### src/rtl/dma_req_split.sv
// -----------------------------------------------------------------------------
// dma_req_split
//   Breaks a user DMA request (vaddr, len) into chunks of at most MAX_LEN bytes.
//   No chunk crosses a MAX_LEN-aligned address boundary. A credit counter limits
//   how many chunks can be issued but not yet completed.
//   Use one instance per stream channel and per direction. It feeds the
//   rd/wr request input of the shell clock-crossing stage.
//
// Ports
//   aclk, aresetn        clock; asynchronous active-low reset
//   s_req_*              upstream request (valid/ready, vaddr, len, dest, last)
//   m_req_*              chunk output (valid/ready, vaddr, len, dest, last)
//   s_done_valid         one-cycle pulse that returns one credit
//   outstanding          number of chunks currently in flight
//   err_underflow        sticky; a done pulse arrived with nothing in flight
// -----------------------------------------------------------------------------
module dma_req_split #(
  parameter int ADDR_BITS     = 64,
  parameter int LEN_BITS      = 28,
  parameter int DEST_BITS     = 4,
  parameter int MAX_LEN       = 4096,
  parameter int N_OUTSTANDING = 8
) (
  input  logic                                 aclk,
  input  logic                                 aresetn,
  input  logic                                 s_req_valid,
  output logic                                 s_req_ready,
  input  logic [ADDR_BITS-1:0]                 s_req_vaddr,
  input  logic [LEN_BITS-1:0]                  s_req_len,
  input  logic [DEST_BITS-1:0]                 s_req_dest,
  input  logic                                 s_req_last,
  output logic                                 m_req_valid,
  input  logic                                 m_req_ready,
  output logic [ADDR_BITS-1:0]                 m_req_vaddr,
  output logic [LEN_BITS-1:0]                  m_req_len,
  output logic [DEST_BITS-1:0]                 m_req_dest,
  output logic                                 m_req_last,
  input  logic                                 s_done_valid,
  output logic [$clog2(N_OUTSTANDING+1)-1:0]   outstanding,
  output logic                                 err_underflow
);

  localparam int CNT_W = $clog2(N_OUTSTANDING+1);

  localparam logic [CNT_W-1:0]     MAX_CNT   = CNT_W'(N_OUTSTANDING);
  localparam logic [LEN_BITS-1:0]  MAX_LEN_L = LEN_BITS'(MAX_LEN);
  // Mask that selects the byte offset inside one MAX_LEN window. It is built in
  // full address width so that MAX_LEN == 1 needs no zero-width slice.
  localparam logic [ADDR_BITS-1:0] OFF_MASK  = ADDR_BITS'(MAX_LEN - 1);

  typedef enum logic {IDLE, SPLIT} state_e;

  state_e                 state_q;
  logic                   rdy_q;
  logic [ADDR_BITS-1:0]   vaddr_q;
  logic [LEN_BITS-1:0]    rem_q;
  logic [DEST_BITS-1:0]   dest_q;
  logic                   last_q;
  logic [CNT_W-1:0]       out_q;
  logic                   err_q;

  logic [LEN_BITS-1:0]    offset;
  logic [LEN_BITS-1:0]    space;
  logic [LEN_BITS-1:0]    chunk;
  logic                   final_chunk;
  logic                   credit_ok;
  logic                   hs;
  logic                   accept;

  // ---------------------------------------------------------------------------
  // Chunk sizing. This uses registers only, so the m_req_* fields cannot change
  // while a chunk is waiting for ready. The offset is always below MAX_LEN, and
  // MAX_LEN <= 2^(LEN_BITS-1), so truncating it to LEN_BITS loses nothing.
  // ---------------------------------------------------------------------------
  always_comb begin
    offset      = LEN_BITS'(vaddr_q & OFF_MASK);
    space       = MAX_LEN_L - offset;
    chunk       = (rem_q < space) ? rem_q : space;
    final_chunk = (chunk == rem_q);
  end

  // Credits can only grow while a chunk waits, so valid never drops before
  // the handshake.
  assign credit_ok   = (out_q < MAX_CNT);
  assign m_req_valid = (state_q == SPLIT) && credit_ok;
  assign hs          = m_req_valid && m_req_ready;
  assign accept      = s_req_valid && rdy_q;

  assign s_req_ready   = rdy_q;
  assign m_req_vaddr   = vaddr_q;
  assign m_req_len     = chunk;
  assign m_req_dest    = dest_q;
  // last_q and rem_q keep stale values after a request ends. Gating with the
  // state keeps last low while the block is idle.
  assign m_req_last    = (state_q == SPLIT) && last_q && final_chunk;
  assign outstanding   = out_q;
  assign err_underflow = err_q;

  // ---------------------------------------------------------------------------
  // Request FSM. Ready is held low for the cycle after each acceptance. A
  // zero-length request therefore comes back to ready=1 one cycle later,
  // without leaving IDLE.
  // ---------------------------------------------------------------------------
  always_ff @(posedge aclk or negedge aresetn) begin
    if (!aresetn) begin
      state_q <= IDLE;
      rdy_q   <= 1'b0;
      vaddr_q <= '0;
      rem_q   <= '0;
      dest_q  <= '0;
      last_q  <= 1'b0;
    end else begin
      case (state_q)
        IDLE: begin
          if (accept) begin
            vaddr_q <= s_req_vaddr;
            rem_q   <= s_req_len;
            dest_q  <= s_req_dest;
            last_q  <= s_req_last;
            rdy_q   <= 1'b0;
            if (s_req_len != '0) state_q <= SPLIT;
          end else begin
            rdy_q <= 1'b1;
          end
        end
        SPLIT: begin
          if (hs) begin
            // The address wraps modulo 2^ADDR_BITS.
            vaddr_q <= vaddr_q + ADDR_BITS'(chunk);
            rem_q   <= rem_q - chunk;
            if (final_chunk) begin
              state_q <= IDLE;
              rdy_q   <= 1'b1;
            end
          end
        end
        default: begin
          state_q <= IDLE;
          rdy_q   <= 1'b0;
        end
      endcase
    end
  end

  // ---------------------------------------------------------------------------
  // Credit counter. An issue and a completion in the same cycle cancel out. A
  // completion with nothing in flight leaves the count at 0 and latches the
  // error. The count cannot go above N_OUTSTANDING because m_req_valid is held
  // low at the limit.
  // ---------------------------------------------------------------------------
  always_ff @(posedge aclk or negedge aresetn) begin
    if (!aresetn) begin
      out_q <= '0;
      err_q <= 1'b0;
    end else begin
      case ({hs, s_done_valid})
        2'b10: out_q <= out_q + CNT_W'(1);
        2'b01: begin
          if (out_q == '0) err_q <= 1'b1;
          else             out_q <= out_q - CNT_W'(1);
        end
        default: out_q <= out_q;
      endcase
    end
  end

endmodule
### config.mk
export PLATFORM = sky130hd
export DESIGN_NAME = dma_req_split
export DESIGN_NICKNAME = d
export VERILOG_FILES = /design/src/rtl/dma_req_split.sv
export SDC_FILE = /design/constraint.sdc
export NUM_CORES = 1
export LEC_CHECK = 0
export CAP_MARGIN = 25
export CORE_MARGIN = 8
export CORE_UTILIZATION = 34
export DETAILED_ROUTE_END_ITERATION = 8
export SLEW_MARGIN = 30
export SYNTH_ARGS = -nofsm -noshare
export SYNTH_HDL_FRONTEND = slang
export SYNTH_SLANG_ARGS = --single-unit
### constraint.sdc
create_clock -name aclk -period 9.8 [get_ports aclk]
set_input_delay 1.47 -clock aclk [delete_from_list [all_inputs] [get_ports aclk]]
set_output_delay 1.47 -clock aclk [all_outputs]
set_load 0.005 [all_outputs]
==> results.json <==
{
  "final_antenna_net_count": 0,
  "highest_layer": "met5",
  "maxCapViolations": 0,
  "avgSynthCellArea_um2": 8.360,
  "vias_per_cell": 5.476,
  "synth_top_flop_cell": "dfrtp_1",
  "num_vias": 8663,
  "cp-start-kind": "flip-flop",
  "cts_setup_buffers": 0,
  "path_buf_inv": 4,
  "synth_cells": 1070,
  "drt-pass1-iter-count": 5,
  "ios": 206,
  "clockBufferDepth": 2,
  "hp-class": "flip-flop to flip-flop",
  "syn2layout_area_growth_pct": 27.72,
  "end_kind": "primary output",
  "yosysMostFrequentCell": "nand2_1",
  "hold_viol": 0,
  "cts_resized": 0,
  "cp_cell_sequence": "inv_1 > ha_1 > inv_1 > or4_1 > nor3_1 > xnor2_1 > inv_1 > ha_1 > a21o_1 > a21oi_1 > o21ai_0 > o21ai_0 > nand3b_4 > mux2i_1 > ha_1 > nand3_1 > nor4_1 > and4_1 > clkdlybuf4s50_1",
  "drive_above_1_share_pct": 4.812,
  "wl_met2_mm": 12.90,
  "fp.dieW_um": 178.2,
  "rr_worst_depth": 25,
  "power_density_nw_per_um2": 331.4,
  "drv_slew": 0,
  "setup_violations": 0,
  "vdd_ir_drop_max_uv": 180.7,
  "path_class": "flip-flop to primary output",
  "drt_iter0_drc": 546,
  "track_usage_pct": 17.80,
  "crit_fanout": 25,
  "cts.hold.buffers_added": 0,
  "synth_area_leaders": "dfrtp_1 (29%), ha_1 (7.8%), mux2i_1 (7.4%), nand2_1 (5.2%), a21oi_1 (5.0%)",
  "wl_met1_mm": 13.68,
  "grt_pass1_wl_mm": 45.71,
  "yosys.area.top_type_share_pct": 29.09,
  "r2r_start": "m_req_vaddr[1]",
  "period_needed_ns": 7.439,
  "p_leak_nw": 4.951,
  "core.rowCount": 59,
  "yosys_warnings": 0,
  "slowest_stage": "nor4_1",
  "yosys_register_bits": 104,
  "clk_pin_slew_ns": 0.08,
  "cts.sinks": 104,
  "cp.depth": 19,
  "tightest_slew_ns": 0.8713,
  "wl_met3_mm": 2.111,
  "tritoncts": "yes",
  "wl_mm": 29.15,
  "cp.arrival_ns": 5.97,
  "ys_seq_area_share_pct": 29.09,
  "grt_remaining_overflow": 0,
  "synth_edf_count": 0,
  "die_area_um2": 31760,
  "gp_congestion": 0.8991,
  "setup.worst_path.start": "m_req_vaddr[1]",
  "io_buffers": 190,
  "synth_area_um2": 8945,
  "critPathMaxStageDelay_ns": 0.65,
  "cts_root_buffer": "clkbuf_16",
  "required_ns": 8.33,
  "htree_levels": 3,
  "outcome": "finished clean",
  "skew_ns": 0.009700,
  "n_antenna_cell": 0,
  "hold_start": "last_q",
  "synth.distinct_cells": 71,
  "cts_buffers": 9,
  "start_util_pct": 34.42,
  "synth_top_cell_by_area": "dfrtp_1",
  "critPathTopFamily": "simple AND/OR/NAND/NOR gates",
  "fin_nets": 1403,
  "coreArea_um2": 25980,
  "clk-insertion-delay-late_ns": 0.36,
  "wire_per_inst_um": 18.42,
  "fmax_ghz": 0.1344,
  "yosys-top-cells-count": "nand2_1 (124), dfrtp_1 (104), a21oi_1 (90)",
  "dp_hpwl_mm": 21.79,
  "drc_errors": 0,
  "die_h_um": 178.2,
  "rsz0062_at_grt": "no",
  "antenna_found_initial": 1,
  "fin_crit_sh_pct": 75.91,
  "synth-async-reset-ratio_pct": 100.0,
  "grt_start_max_net_pins": 73,
  "fin_setup_tns_ns": 0,
  "fill_cells": 2648,
  "max_slew_margin_pct": 41.92,
  "grt_pass1_vias": 8559,
  "hold-path-cell-count": 2,
  "power_mw": 3.786
}
layout by cell type (no fill, tap or decap), types with 29 or more instances in the layout:
master	netlist	final
a21oi_1	90	90
dfrtp_1	104	103
clkdlybuf4s50_1	0	189
o21ai_0	70	70
nand2_1	124	123
conb_1	1	30
ha_1	56	56
inv_1	41	41
mux2i_1	66	66
o22ai_1	29	29
nor2_1	48	46
worst reg2reg max path: cells and delay by family, from the launching register on:
kind | cells | cell delay [ns]
DFF | 1 | 0.45
buffers and inverters | 4 | 0.38
and+or+nand+nor | 7 | 2.05
AOI/OAI and AO/OA | 8 | 2.08
muxes | 1 | 0.46
xor gates and xnor gates | 1 | 0.19
adders and majority gates | 4 | 1.20
registers in the layout, indices dropped and copies added, names as in the netlist:
name           flops
state_q            1
s_req_ready        1
m_req_vaddr       64
m_req_dest         4
outstanding        4
last_q             1
err_underflow      1
rem_q             28
logic make-up after synthesis:
| kind of cell | count (synthesis) | synth area share, % |
|---|---|---|
| XOR/XNOR | 43 | 4.210 |
| other | 1 | 0.04192 |
| multiplexers | 78 | 9.190 |
| buffers and inverters | 109 | 5.329 |
| AND/OR/NAND/NOR | 358 | 20.76 |
| adder cells (fa/ha/maj) | 59 | 8.505 |
| flip-flops | 104 | 29.10 |
| AO/OA/AOI/OAI | 318 | 22.87 |
layout make-up:
type | count | area [um2] | share of cell area [%]
repair buffers | 200 | 1978 | 17.31
clock buffers | 11 | 242.7 | 2.125
flip-flops and latches | 104 | 2606 | 22.81
inverters | 41 | 153.9 | 1.347
clock inverters | 5 | 37.54 | 0.3286
multi-input cells | 886 | 5987 | 52.40
well taps | 335 | 419.2 | 3.669
per-layer routing:
layer,global-route usage (%),vias up
li1,-,4278
met1,24.06,4105
met2,28.06,245
met3,4.191,33
met4,4.719,2
met5,0,-
final timing paths:
check,endpoint,slack [ns]
setup / recovery,m_req_last,2.36
hold reg to reg,last_q,0.47
min in group asynchronous,m_req_vaddr[1],1.14
hold / removal,last_q,0.47
max in group asynchronous,state_q,7.39
setup reg to reg,m_req_vaddr[62],2.92
through the flow:
stage / util (%) / instance area, um2 / setup slack [ns] / cells / hold WS, ns
final: 43.97 / 11420 / 2.361 / 1582 / 0.4728
after global routing: 43.97 / 11420 / 1.853 / 1582 / 0.5095
after global placement: 42.84 / 11130 / 2.840 / 1565 / 0.4556
after detailed placement: 42.89 / 11140 / 2.736 / 1566 / 0.4588
after CTS: 43.97 / 11420 / 2.311 / 1582 / 0.4770
after floorplan: - / 9054 / 4.041 / 1099 / 0.4382
power by group:
part	switching [mW]	total, mW	internal [mW]
logic	1.35	2.56	1.22
clock network	0.190	0.372	0.182
registers	0.249	0.850	0.600
Note: power is estimated with default switching activity, not from simulation.
